## config.mk

```make
export PLATFORM = sky130hd
export DESIGN_NAME = debug_loader
export DESIGN_NICKNAME = d
export VERILOG_FILES = /design/src/rtl/debug_loader.sv
export SDC_FILE = /design/constraint.sdc
export NUM_CORES = 1
export LEC_CHECK = 0
export BUFFER_PORTS_ARGS = -buffer_cell sky130_fd_sc_hd__buf_2
export CORE_ASPECT_RATIO = 0.8
export CORE_MARGIN = 2
export CORE_UTILIZATION = 56
export DETAILED_ROUTE_END_ITERATION = 8
export PLACE_DENSITY_LB_ADDON = 0.12
export SYNTH_ARGS = -nofsm -noshare
export SYNTH_HDL_FRONTEND = slang
export SYNTH_SLANG_ARGS = --single-unit
```

## constraint.sdc

```tcl
create_clock -name clk -period 5.9 [get_ports clk]
set_input_delay 1.77 -clock clk [delete_from_list [all_inputs] [get_ports clk]]
set_output_delay 1.77 -clock clk [all_outputs]
set_load 0.02 [all_outputs]
```

## src/rtl/debug_loader.sv

```systemverilog
// rtl/debug_loader.sv - UART-driven instruction loader and run/step controller for the MIPS pipeline
module debug_loader #(
  parameter int         NB_DATA     = 32,
  parameter int         NB_BYTE     = 8,
  parameter int         NB_ADDR     = 32,
  parameter int         ADDR_STEP   = 4,
  parameter int         MAX_INSTR   = 64,
  parameter logic [5:0] HALT_OPCODE = 6'b111111
) (
  input  logic               clk,
  input  logic               i_rst,
  input  logic [NB_BYTE-1:0] i_rx_data,
  input  logic               i_rx_valid,
  input  logic               i_tx_ready,
  input  logic               i_pipe_halted,
  output logic [NB_BYTE-1:0] o_tx_data,
  output logic               o_tx_valid,
  output logic               o_we_IF,
  output logic [NB_DATA-1:0] o_instruction_data,
  output logic [NB_ADDR-1:0] o_inst_addr,
  output logic               o_halt,
  output logic               o_pipe_rst_n,
  output logic               o_error
);
  localparam int NB_BCNT = $clog2(NB_DATA / NB_BYTE);
  localparam int NB_WCNT = $clog2(MAX_INSTR + 1);
  localparam int NB_PART = NB_DATA - NB_BYTE;
  localparam logic [NB_BCNT-1:0] LAST_BYTE = NB_BCNT'(NB_DATA / NB_BYTE - 1);
  localparam logic [NB_WCNT-1:0] WCNT_MAX  = NB_WCNT'(MAX_INSTR);
  localparam logic [NB_ADDR-1:0] ASTEP     = NB_ADDR'(ADDR_STEP);
  localparam logic [NB_BYTE-1:0] CMD_L = NB_BYTE'(8'h4C);
  localparam logic [NB_BYTE-1:0] CMD_R = NB_BYTE'(8'h52);
  localparam logic [NB_BYTE-1:0] CMD_S = NB_BYTE'(8'h53);
  localparam logic [NB_BYTE-1:0] RSP_E = NB_BYTE'(8'h45);
  localparam logic [NB_BYTE-1:0] RSP_K = NB_BYTE'(8'h4B);
  localparam logic [NB_BYTE-1:0] RSP_D = NB_BYTE'(8'h44);

  typedef enum logic [2:0] {IDLE, LOAD, WRITE, PIPE_RST, RUN, STEP, RESP} state_t;

  state_t             state_q, state_d;
  logic [NB_BCNT-1:0] byte_cnt_q, byte_cnt_d;
  logic [NB_WCNT-1:0] word_cnt_q, word_cnt_d;
  logic [NB_PART-1:0] part_q, part_d;
  logic [NB_DATA-1:0] data_q, data_d;
  logic [NB_ADDR-1:0] addr_q, addr_d;
  logic [NB_BYTE-1:0] tx_data_q, tx_data_d;
  logic we_q, we_d, halt_q, halt_d, prst_n_q, prst_n_d;
  logic tx_valid_q, tx_valid_d, err_q, err_d, sub_q, sub_d;

  always_ff @(posedge clk or posedge i_rst) begin
    if (i_rst) begin
      state_q    <= IDLE;
      byte_cnt_q <= '0;
      word_cnt_q <= '0;
      part_q     <= '0;
      data_q     <= '0;
      addr_q     <= '0;
      tx_data_q  <= '0;
      we_q       <= 1'b0;
      halt_q     <= 1'b1;
      prst_n_q   <= 1'b0;
      tx_valid_q <= 1'b0;
      err_q      <= 1'b0;
      sub_q      <= 1'b0;
    end else begin
      state_q    <= state_d;
      byte_cnt_q <= byte_cnt_d;
      word_cnt_q <= word_cnt_d;
      part_q     <= part_d;
      data_q     <= data_d;
      addr_q     <= addr_d;
      tx_data_q  <= tx_data_d;
      we_q       <= we_d;
      halt_q     <= halt_d;
      prst_n_q   <= prst_n_d;
      tx_valid_q <= tx_valid_d;
      err_q      <= err_d;
      sub_q      <= sub_d;
    end
  end

  always_comb begin
    state_d    = state_q;
    byte_cnt_d = byte_cnt_q;
    word_cnt_d = word_cnt_q;
    part_d     = part_q;
    data_d     = data_q;
    addr_d     = addr_q;
    tx_data_d  = tx_data_q;
    we_d       = 1'b0;
    halt_d     = halt_q;
    prst_n_d   = 1'b1;  // only PIPE_RST holds the pipeline in reset
    tx_valid_d = tx_valid_q;
    err_d      = err_q;
    sub_d      = sub_q;
    case (state_q)
      IDLE: if (i_rx_valid) begin
        case (i_rx_data)
          CMD_L: begin
            state_d = LOAD; addr_d = '0; byte_cnt_d = '0; word_cnt_d = '0; err_d = 1'b0;
          end
          CMD_R: begin state_d = RUN; err_d = 1'b0; end
          CMD_S: begin state_d = STEP; sub_d = 1'b0; err_d = 1'b0; end
          default: begin
            err_d = 1'b1; tx_data_d = RSP_E; tx_valid_d = 1'b1; state_d = RESP;
          end
        endcase
      end
      LOAD: if (i_rx_valid) begin
        if (byte_cnt_q == LAST_BYTE) begin
          data_d = {part_q, i_rx_data}; we_d = 1'b1; byte_cnt_d = '0; state_d = WRITE;
        end else begin
          part_d = {part_q[NB_PART-NB_BYTE-1:0], i_rx_data};
          byte_cnt_d = byte_cnt_q + 1'b1;
        end
      end
      WRITE: begin
        addr_d     = addr_q + ASTEP;
        word_cnt_d = word_cnt_q + 1'b1;
        if (data_q[NB_DATA-1 -: 6] == HALT_OPCODE) begin
          prst_n_d = 1'b0; halt_d = 1'b1; sub_d = 1'b0; state_d = PIPE_RST;
        end else if (word_cnt_d == WCNT_MAX) begin
          err_d = 1'b1; tx_data_d = RSP_E; tx_valid_d = 1'b1; state_d = RESP;
        end else begin
          state_d = LOAD;
        end
      end
      PIPE_RST: begin
        if (!sub_q) begin
          prst_n_d = 1'b0; sub_d = 1'b1;
        end else begin
          tx_data_d = RSP_K; tx_valid_d = 1'b1; state_d = RESP;
        end
      end
      RUN: begin
        if (i_pipe_halted) begin
          halt_d = 1'b1; tx_data_d = RSP_D; tx_valid_d = 1'b1; state_d = RESP;
        end else begin
          halt_d = 1'b0;
        end
      end
      STEP: begin
        // phase 0 opens the halt gate for one cycle, phase 1 closes it again
        if (!sub_q) begin
          if (i_pipe_halted) begin
            tx_data_d = RSP_D; tx_valid_d = 1'b1; state_d = RESP;
          end else begin
            halt_d = 1'b0; sub_d = 1'b1;
          end
        end else begin
          halt_d = 1'b1; tx_data_d = RSP_K; tx_valid_d = 1'b1; state_d = RESP;
        end
      end
      RESP: if (i_tx_ready) begin
        tx_valid_d = 1'b0; state_d = IDLE;
      end
      default: state_d = IDLE;
    endcase
  end

  assign o_tx_data          = tx_data_q;
  assign o_tx_valid         = tx_valid_q;
  assign o_we_IF            = we_q;
  assign o_instruction_data = data_q;
  assign o_inst_addr        = addr_q;
  assign o_halt             = halt_q;
  assign o_pipe_rst_n       = prst_n_q;
  assign o_error            = err_q;
endmodule
```

==> metrics.yaml, run 1 <==
viasPerCell: 5.97
grt_first_pass_wirelength_mm: 18.2
dp.cells: 653
synthSimpleGateAreaFrac_pct: 16.3
fmax_ghz: 0.269
dieWidth_um: 113
grt_max_degree: 76
core_area_mm2: 0.00915
io_buffer_count: 87
drive_above_1_share_pct: 33.8
start_util_pct: 58.2
dp_slack_ns: 1.85
track_usage_pct: 21.9
post-route-period-util_pct: 63.0
cts_sinks: 112
netlist_top_cells_area: "dfrtp_1 (52%), mux2_2 (12%), xor2_1 (2.6%), nand2_1 (2.5%), o21ai_0 (2.3%)"
dp_hpwl_mm: 7.72
ys_seq_elements: 112
final_cell_mix: "dfrtp_1 (111), buf_2 (87), mux2_2 (57), nand2_1 (35), nor2_1 (31)"
synth_fa_ha_area_share_pct: 0.939
ys_warn_count: 0
hold_viol_final: 0
fillCellCount: 700
synthArstFlopShare_pct: 100
outcome: "complete, but fails checks"
grt_pass1_vias: 3642
synth-compound-area-share_pct: 12.3
synth_largest_area_cell: "dfrtp_1"
vdd_drop_max_v: 0.000269
ioPinCount: 90
synth_top_family_by_area: "simple AND/OR/NAND/NOR gates"
synth-edff-count: 0
synth_xor_xnor_area_share_pct: 2.63
numCtsBuffers: 9
min_path_type: "register to register"
maxCapViolCount: 0
cts_max_level: 3
final_common_cell: "dfrtp_1"
detail_route.wl_per_cell_um: 16.7
ctsResizeCount: 0
end_kind: "register"
grt_overflow_total: 0
cts-root-buf: "clkbuf_16"
cts_tree: "yes"
clock_skew_ns: 0.00692
antenna_found_initial: 0
worstPathArrival_ns: 3.98
maxSlewViolCount: 0
synth_area_mm2: 0.00533
fin_cells: 669
finalWirelength_mm: 11.1
antennaDiodeCount: 0
remaining_drc_errors: 7
nNetsFinal: 566
rsz0062_at_grt: "no"
gp_congestion: 0.854
ys_seq_area_share_pct: 52.6
path_class: "primary input to register"
post_cts_buffers: 0
whs_ns: 0.486
setup_slack_ns: 2.18
crit_path_start_kind: "primary input"
drt_pre_antenna_iters: 8
synth_cells: 472
syn_area_per_cell_um2: 11.3
area.growth.synth_to_final_pct: 15.0
ctsHoldBuffers: 0
violations: "design-rule violations"
finalSetupTns_ns: 0
clk-insertion-delay-late_ns: 0.34
p_leak_nw: 3.04
path_clk_slew_ns: 0.07
drt_iter0_markers: 349
relSlewSlack_pct: 39.9
p_per_area_mw_per_mm2: 360
path_max_fanout: 13
synth_top_area_share_pct: 52.1
cts_max_path_buffers: 2
yosys_most_used_dff: "dfrtp_1"
drtAntennaViolNets: 0
fin_crit_ns: 3.72
num_vias: 3994
synth_cell_types: 67
worst_pin_slew_ns: 0.902
dieHeight_um: 91.3
required_ns: 6.17
synth_mux_area_share_pct: 12.0
die_area_mm2: 0.0103
setup_viol: 0
rows: 31
cell families (layout without fill, tap and decap cells):
kind of cell / after synthesis / in the layout
buffers and inverters: 34 / 115
flip-flops: 112 / 112
other: 1 / 2
multiplexers: 57 / 57
AO/OA/AOI/OAI: 95 / 95
AND/OR/NAND/NOR: 153 / 153
XOR/XNOR: 16 / 16
adder cells (fa/ha/maj): 4 / 4
final cells by class:
class | instances | area (um^2) | share of cell area [%]
well taps | 115 | 144 | 2.35
clock buffers | 11 | 253 | 4.12
repair buffers | 91 | 465 | 7.60
flip-flops and latches | 112 | 2800 | 45.8
inverters | 8 | 32.5 | 0.531
clock inverters | 5 | 61.3 | 1.00
multi-input cells | 327 | 2370 | 38.6
through the flow:
stage	total power [mW]	util, %	cell area, um^2
finish	2.20	66.9	6130
global route	2.32	66.9	6130
CTS	2.22	66.9	6130
detailed placement	1.58	63.5	5810
global placement	1.57	63.5	5810
floorplan	1.45	-	5330
worst max-delay path, cell delays in order:
cell and delay, ns:
buf_2 0.14, nand4bb_4 0.29, o31ai_4 0.59, nand4_1 0.50, or4_1 0.54, a21oi_1 0.15
cell usage after synthesis (3+ instances only):
| cell | number |
|---|---|
| a21o_1 | 3 |
| or4_1 | 4 |
| nand4_1 | 12 |
| clkbuf_1 | 7 |
| a211oi_1 | 5 |
| mux2_2 | 57 |
| nand2b_1 | 5 |
| buf_2 | 13 |
| xor2_1 | 16 |
| inv_1 | 8 |
| ha_1 | 4 |
| or3_1 | 11 |
| or2_2 | 4 |
| a21oi_1 | 20 |
| and3_1 | 8 |
| o31a_1 | 3 |
| nand2_1 | 35 |
| o31ai_1 | 7 |
| dfrtp_1 | 111 |
| nor2_1 | 32 |
| and2_1 | 5 |
| nor3_1 | 7 |
| o2111ai_1 | 6 |
| nand3_1 | 10 |
| o21ai_0 | 25 |
| buf_4 | 3 |
registers in the layout, summed over array words and instances (netlist names):
| signal | flops |
|---|---|
| part_q | 24 |
| o_halt | 1 |
| o_we_IF | 1 |
| sub_q | 1 |
| o_pipe_rst_n | 1 |
| byte_cnt_q | 2 |
| o_tx_data | 8 |
| o_tx_valid | 1 |
| state_q | 3 |
| o_inst_addr | 30 |
| o_instruction_data | 32 |
| word_cnt_q | 7 |
| o_error | 1 |
power by group:
| group | leakage [nW] | internal (mW) | switching, mW | total [mW] |
|---|---|---|---|---|
| registers | 1.50 | 0.890 | 0.144 | 1.03 |
| clock network | 0.157 | 0.356 | 0.273 | 0.629 |
| logic | 1.38 | 0.215 | 0.325 | 0.540 |
| total | 3.04 | 1.46 | 0.743 | 2.20 |
worst paths after layout:
kind / to / cells after the start / startpoint / slack (ns)
max in group asynchronous: o_halt / 3 / i_rst / 3.22
hold reg to reg: o_tx_data[2] / 2 / o_tx_data[2] / 0.49
setup reg to reg: o_inst_addr[31] / 5 / state_q[2] / 3.40
hold / removal: o_tx_data[2] / 2 / o_tx_data[2] / 0.49
min in group asynchronous: o_instruction_data[28] / 2 / i_rst / 1.62
setup / recovery: o_inst_addr[31] / 6 / i_rx_data[0] / 2.18
routing by layer:
metal	up-vias	track usage (%)	share of wire (%)
met1	1997	32.4	48
li1	1876	-	-
met3	12	5.14	4.8
met4	0	5.39	1.1
met5	-	0	0
met2	109	32.9	46
No activity file was read; power rests on OpenSTA's default activity.
==> run 2: changes to the inputs <==
Settings changed: ABC_AREA set to 1, CORE_UTILIZATION 56 to 51.
Clock period 5.9 ns to 3.11 ns, I/O delays scaled along.
==> metrics.yaml, run 2 <==
cts_tree: "yes"
core_area_mm2: 0.0108  # +19%
synth_cell_types: 36  # -46%
end_kind: "register"
worstHoldEndpoint: "o_instruction_data[9]"
outcome: "complete, no violations"
power_mw: 6.12  # +180%
p_leak_nw: 3.35  # +10%
path_common_cell: "nand2_1"
relSlewSlack_pct: 46.0  # +6.1 points
num_vias: 4902  # +23%
grt_first_pass_wirelength_mm: 22.5  # +24%
remaining_drc_errors: 0  # -7
finalWirelength_mm: 13.4  # +20%
grt_max_degree: 64  # -16%
vdd_drop_max_v: 0.000604  # +120%
setup_viol: 0  # unchanged
synth_top_area_share_pct: 49.2  # -3.0 points
start_util_pct: 52.1  # -6.1 points
clock_skew_ns: 0.00757  # +0.000644 ns
maxSlewViolCount: 0  # unchanged
reg2reg_depth: 10  # +5
synth_common_cells: "nand2_1 (209), dfrtp_1 (111), inv_1 (86)"
post-route-period-util_pct: 70.2
placed_cell_area_mm2: 0.00622  # +6.9%
drt_pre_antenna_iters: 5  # -3
drt_iter0_markers: 333  # -4.6%
fmax_ghz: 0.458
clk-insertion-delay-late_ns: 0.35  # about the same
r2r_setup_slack_ns: 1.00  # -2.40 ns
fin_crit_ns: 2.18
min_path_type: "register to register"
whs_ns: 0.469  # -0.0165 ns
ctsHoldBuffers: 0  # unchanged
grt_overflow_total: 0  # unchanged
syn_area_per_cell_um2: 7.92  # -30%
dieHeight_um: 98.1  # +7.6%
gp_congestion: 0.918  # +7.4%
crit_path_start_kind: "primary input"
track_usage_pct: 23.7  # +1.8 points
cts_max_path_buffers: 2  # unchanged
path_class: "primary input to register"
cts_max_level: 3  # unchanged
yosys_most_used_dff: "dfrtp_1"
ioPinCount: 90  # unchanged
crit_slowest_cell: "a21oi_4"
p_per_area_mw_per_mm2: 940  # +160%
io_buffer_count: 87  # unchanged
reg2reg_to: "o_tx_data[4]"
nNetsFinal: 816  # +44%
area.growth.synth_to_final_pct: 15.1
ys_seq_elements: 112  # unchanged
synth_area_mm2: 0.00565  # +6.0%
crit_family: "compound AO/OA/AOI/OAI gates"
synth_cells: 713  # +51%
fin_util_pct: 60.0  # -7.0 points
worst_pin_slew_ns: 0.810  # -0.0921 ns
antenna_found_initial: 0  # unchanged
cts-root-buf: "clkbuf_16"
cts_sinks: 112  # unchanged
synth-edff-count: 0  # unchanged
yosysMostFrequentCell: "nand2_1"
antennaDiodeCount: 0  # unchanged
holdPathStages: 2  # unchanged
min-delay-start: "o_instruction_data[9]"
drive_above_1_share_pct: 17.3  # -16 points
worst_r2r_startpoint: "word_cnt_q[0]"
synth_largest_area_cell: "dfrtp_1"
cpPeakStageDelay_ns: 0.47  # -0.12 ns
die_area_mm2: 0.0119  # +16%
hold_viol_final: 0  # unchanged
ctsResizeCount: 0  # unchanged
netlist_top_cells_area: "dfrtp_1 (49%), nand2_1 (14%), inv_1 (5.7%), o21ai_0 (5.6%), nand3_1 (4.5%)"
final_cell_mix: "nand2_1 (209), dfrtp_1 (111), buf_2 (87), inv_1 (85), o21ai_0 (63)"
rsz0062_at_grt: "no"
required_ns: 3.39  # -2.78 ns
synthArstFlopShare_pct: 100  # unchanged
finalSetupTns_ns: 0  # unchanged
worstPathArrival_ns: 2.46  # -1.52 ns
viasPerCell: 5.17  # -13%
dieWidth_um: 122  # +7.6%
rows: 34  # +9.7%
final_common_cell: "nand2_1"
ys_warn_count: 0  # unchanged
detail_route.wl_per_cell_um: 14.1  # -15%
dp_hpwl_mm: 9.77  # +27%
path_max_fanout: 14  # +1
stdcell_area_mm2: 0.00651  # +6.2%
grt_pass1_vias: 4640  # +27%
post_cts_buffers: 0  # unchanged
numCtsBuffers: 9  # unchanged
maxCapViolCount: 0  # unchanged
largest_reg_flops: 32  # unchanged
path_clk_slew_ns: 0.07  # about the same
crit_chain: "buf_2 -> inv_1 -> nand2_1 -> nor2_1 -> nand3_1 -> a21oi_4 -> buf_4 -> nand2_1 -> a21oi_1"
cp.buffers_inverters: 3  # +2
drtAntennaViolNets: 0  # unchanged
ys_seq_area_share_pct: 49.6  # -3.0 points
==> run 2: cells by family after synthesis <==
kind of cell / after synthesis / synth area share, %
DFF: 112 / 49.6
and+or+nand+nor: 365 / 28.7
buffers and inverters: 115 / 8.79
other: 1 / 0.0664
AOI/OAI and AO/OA: 102 / 9.72
adders and majority gates: 4 / 0.886
xor gates and xnor gates: 14 / 2.17
==> run 2: area by class of cell <==
| type | instances | area (um^2) |
|---|---|---|
| fillers | 1024 | 4340 |
| flip-flops and latches | 112 | 2800 |
| multi-input cells | 487 | 2350 |
| repair buffers | 94 | 513 |
| inverters | 95 | 365 |
| clock buffers | 10 | 239 |
| well taps | 144 | 180 |
| clock inverters | 6 | 51.3 |
==> run 2: metal layers <==
metal	track usage (%)	wire, um	up-vias
met5	0	0	-
met4	6.37	200	0
met3	4.38	617	16
met2	35.3	5970	131
met1	35.7	6620	2305
li1	-	-	2450
==> run 2: stage by stage <==
step / cells / setup slack, ns
final: 948 / 0.927
after global routing: 948 / 0.718
after CTS: 948 / 0.952
after detailed placement: 932 / 0.590
after global placement: 932 / 0.619
after floorplan: 714 / 0.820
==> run 2: worst max-delay path by stage <==
stage | from | end | slack [ns] | cells past startpoint
after floorplan | i_rst | byte_cnt_q[0] | 0.82 | 1
after global placement | i_rx_data[7] | o_inst_addr[8] | 0.62 | 9
after detailed placement | i_rx_data[7] | o_inst_addr[8] | 0.59 | 9
after CTS | i_rx_data[7] | o_inst_addr[8] | 0.95 | 9
after global routing | word_cnt_q[0] | o_error | 0.72 | 10
final | i_rx_data[7] | o_inst_addr[8] | 0.93 | 9
==> run 2: where the power goes <==
part	internal, mW	switching [mW]	total (mW)
sequential	1.99	0.475	2.47
clock	0.576	0.550	1.13
combinational	0.853	1.67	2.52
total	3.42	2.70	6.12
==> run 2: tightest hold or removal path: stages, from the launching register on <==
cell	delay (ns)
dfrtp_1	0.34
nand2_1	0.05
nand2_1	0.05
==> run 3: changes to the inputs <==
Clock period 3.11 ns to 2 ns, I/O delays scaled along.
==> metrics.yaml, run 3 (synthesis results as in run 2) <==
crit_family: "simple AND/OR/NAND/NOR gates"
fin_crit_ns: 1.84
largest_reg_flops: 32  # unchanged
fmax_ghz: 0.543
final_cell_mix: "nand2_1 (209), dfrtp_1 (110), buf_2 (87), inv_1 (85), o21ai_0 (62)"
cts-root-buf: "clkbuf_16"
dieHeight_um: 98.1  # unchanged
post-route-period-util_pct: 92.1
hold_viol_final: 0  # unchanged
drt_iter0_markers: 344  # +3.3%
worst_r2r_startpoint: "o_inst_addr[8]"
vdd_drop_max_v: 0.000813  # +35%
viasPerCell: 5.21  # +0.79%
path_class: "register to register"
ioPinCount: 90  # unchanged
remaining_drc_errors: 0  # unchanged
final_common_cell: "nand2_1"
finalSetupTns_ns: 0  # unchanged
fin_util_pct: 61.1  # +1.1 points
rsz0062_at_grt: "no"
min_path_type: "primary input to async pin"
num_vias: 4977  # +1.5%
detail_route.wl_per_cell_um: 14.1  # -0.24%
relSlewSlack_pct: 59.4  # +13 points
die_area_mm2: 0.0119  # unchanged
track_usage_pct: 24.2  # +0.56 points
drtAntennaViolNets: 0  # unchanged
rows: 34  # unchanged
grt_overflow_total: 0  # unchanged
maxSlewViolCount: 0  # unchanged
reg2reg_depth: 7  # -3
core_area_mm2: 0.0108  # unchanged
area.growth.synth_to_final_pct: 17.2
crit_slowest_cell: "dfrtp_1"
worstPathArrival_ns: 2.08  # -0.38 ns
dieWidth_um: 122  # unchanged
cp.buffers_inverters: 2  # -1
clk-insertion-delay-late_ns: 0.36  # about the same
path_clk_slew_ns: 0.08  # about the same
grt_pass1_vias: 4742  # +2.2%
p_per_area_mw_per_mm2: 1490  # +58%
maxCapViolCount: 0  # unchanged
crit_path_start_kind: "register"
antenna_found_initial: 0  # unchanged
cts_sinks: 112  # unchanged
end_kind: "register"
cpPeakStageDelay_ns: 0.41  # -0.06 ns
p_leak_nw: 3.41  # +1.9%
grt_max_degree: 113  # +77%
path_max_fanout: 5  # -9
dp_hpwl_mm: 9.86  # +0.85%
drive_above_1_share_pct: 18.4  # +1.1 points
gp_congestion: 0.940  # +2.4%
worst_pin_slew_ns: 0.609  # -0.201 ns
reg2reg_to: "o_inst_addr[25]"
worstSetupStartpoint: "o_inst_addr[8]"
outcome: "complete, no violations"
setup_viol: 0  # unchanged
antennaDiodeCount: 0  # unchanged
crit_chain: "inv_1 -> nor3_1 -> inv_1 -> nor2_1 -> nand3_1 -> nand3_1 -> o21ai_0"
start_util_pct: 52.1  # unchanged
finalWirelength_mm: 13.5  # +0.49%
clock_skew_ns: 0.0108  # +0.00327 ns
required_ns: 2.24  # -1.15 ns
cts_max_level: 3  # unchanged
cts_max_path_buffers: 2  # unchanged
grt_first_pass_wirelength_mm: 23.0  # +2.1%
r2r_setup_slack_ns: 0.16  # -0.84 ns
cts_tree: "yes"
io_buffer_count: 87  # unchanged
fillCellCount: 995  # -2.8%
nNetsFinal: 824  # +0.98%
numCtsBuffers: 9  # unchanged
drt_pre_antenna_iters: 4  # -1
==> run 3: changes by cell type in the layout (fill, tap and decap cells not counted), moves of 2 or more <==
cell / change
bufinv_16: +2
clkinv_4: -2
buf_12: +2
buf_4: +6
==> run 3: worst register-to-register path, cell delays in order (launching register included) <==
cell	delay [ns]
dfrtp_1	0.41
inv_1	0.13
nor3_1	0.41
inv_1	0.16
nor2_1	0.32
nand3_1	0.13
nand3_1	0.10
o21ai_0	0.07
==> run 3: worst max path at each step <==
stage	end	slack, ns	cells after the start
2_1_floorplan	byte_cnt_q[0]	0.04	1
3_3_place_gp	o_inst_addr[17]	0.11	8
3_5_place_dp	o_inst_addr[11]	0.08	8
4_1_cts	o_tx_data[5]	0.10	11
5_1_grt	o_inst_addr[22]	0.01	9
6_report	o_inst_addr[25]	0.16	7
==> run 3: metal layers <==
metal / GRT usage, % / routed length [um] / vias up
li1: - / - / 2462
met1: 35.7 / 6360 / 2357
met2: 36.4 / 6050 / 139
met3: 4.73 / 820 / 19
met4: 7.34 / 229 / 0
met5: 0 / 0 / -
==> run 3: what timing repair did <==
action | 4_1_cts | 5_1_grt
buffers inserted | 0 | 1
setup endpoints to repair | 0 | 11
resized for setup | 0 | 4
hold buffers | 0 | 0
==> run 3: layout make-up <==
type / instances / area (um^2) / share of cell area (%)
clock inverters: 6 / 91.3 / 1.38
well taps: 144 / 180 / 2.72
flip-flops and latches: 112 / 2810 / 42.3
multi-input cells: 487 / 2360 / 35.6
repair buffers: 102 / 598 / 9.03
clock buffers: 9 / 225 / 3.40
inverters: 95 / 365 / 5.52
==> run 3: power by group <==
part / internal (mW) / switching [mW]
clock: 1.10 / 0.842
sequential: 3.10 / 0.737
combinational: 1.42 / 2.63
total: 5.63 / 4.21
==> run 3: per-stage QoR <==
| step | power, mW | hold WS [ns] | setup WS [ns] | std cells | cell area, um^2 |
|---|---|---|---|---|---|
| 6_report | 9.84 | 0.377 | 0.157 | 955 | 6620 |
| 5_1_grt | 10.6 | 0.465 | 0.0132 | 955 | 6620 |
| 4_1_cts | 9.89 | 0.447 | 0.102 | 954 | 6610 |
| 3_5_place_dp | 7.91 | 0.456 | 0.0840 | 939 | 6290 |
| 3_3_place_gp | 7.80 | 0.451 | 0.108 | 939 | 6290 |
| 2_1_floorplan | 6.61 | 0.449 | 0.0434 | 714 | 5660 |
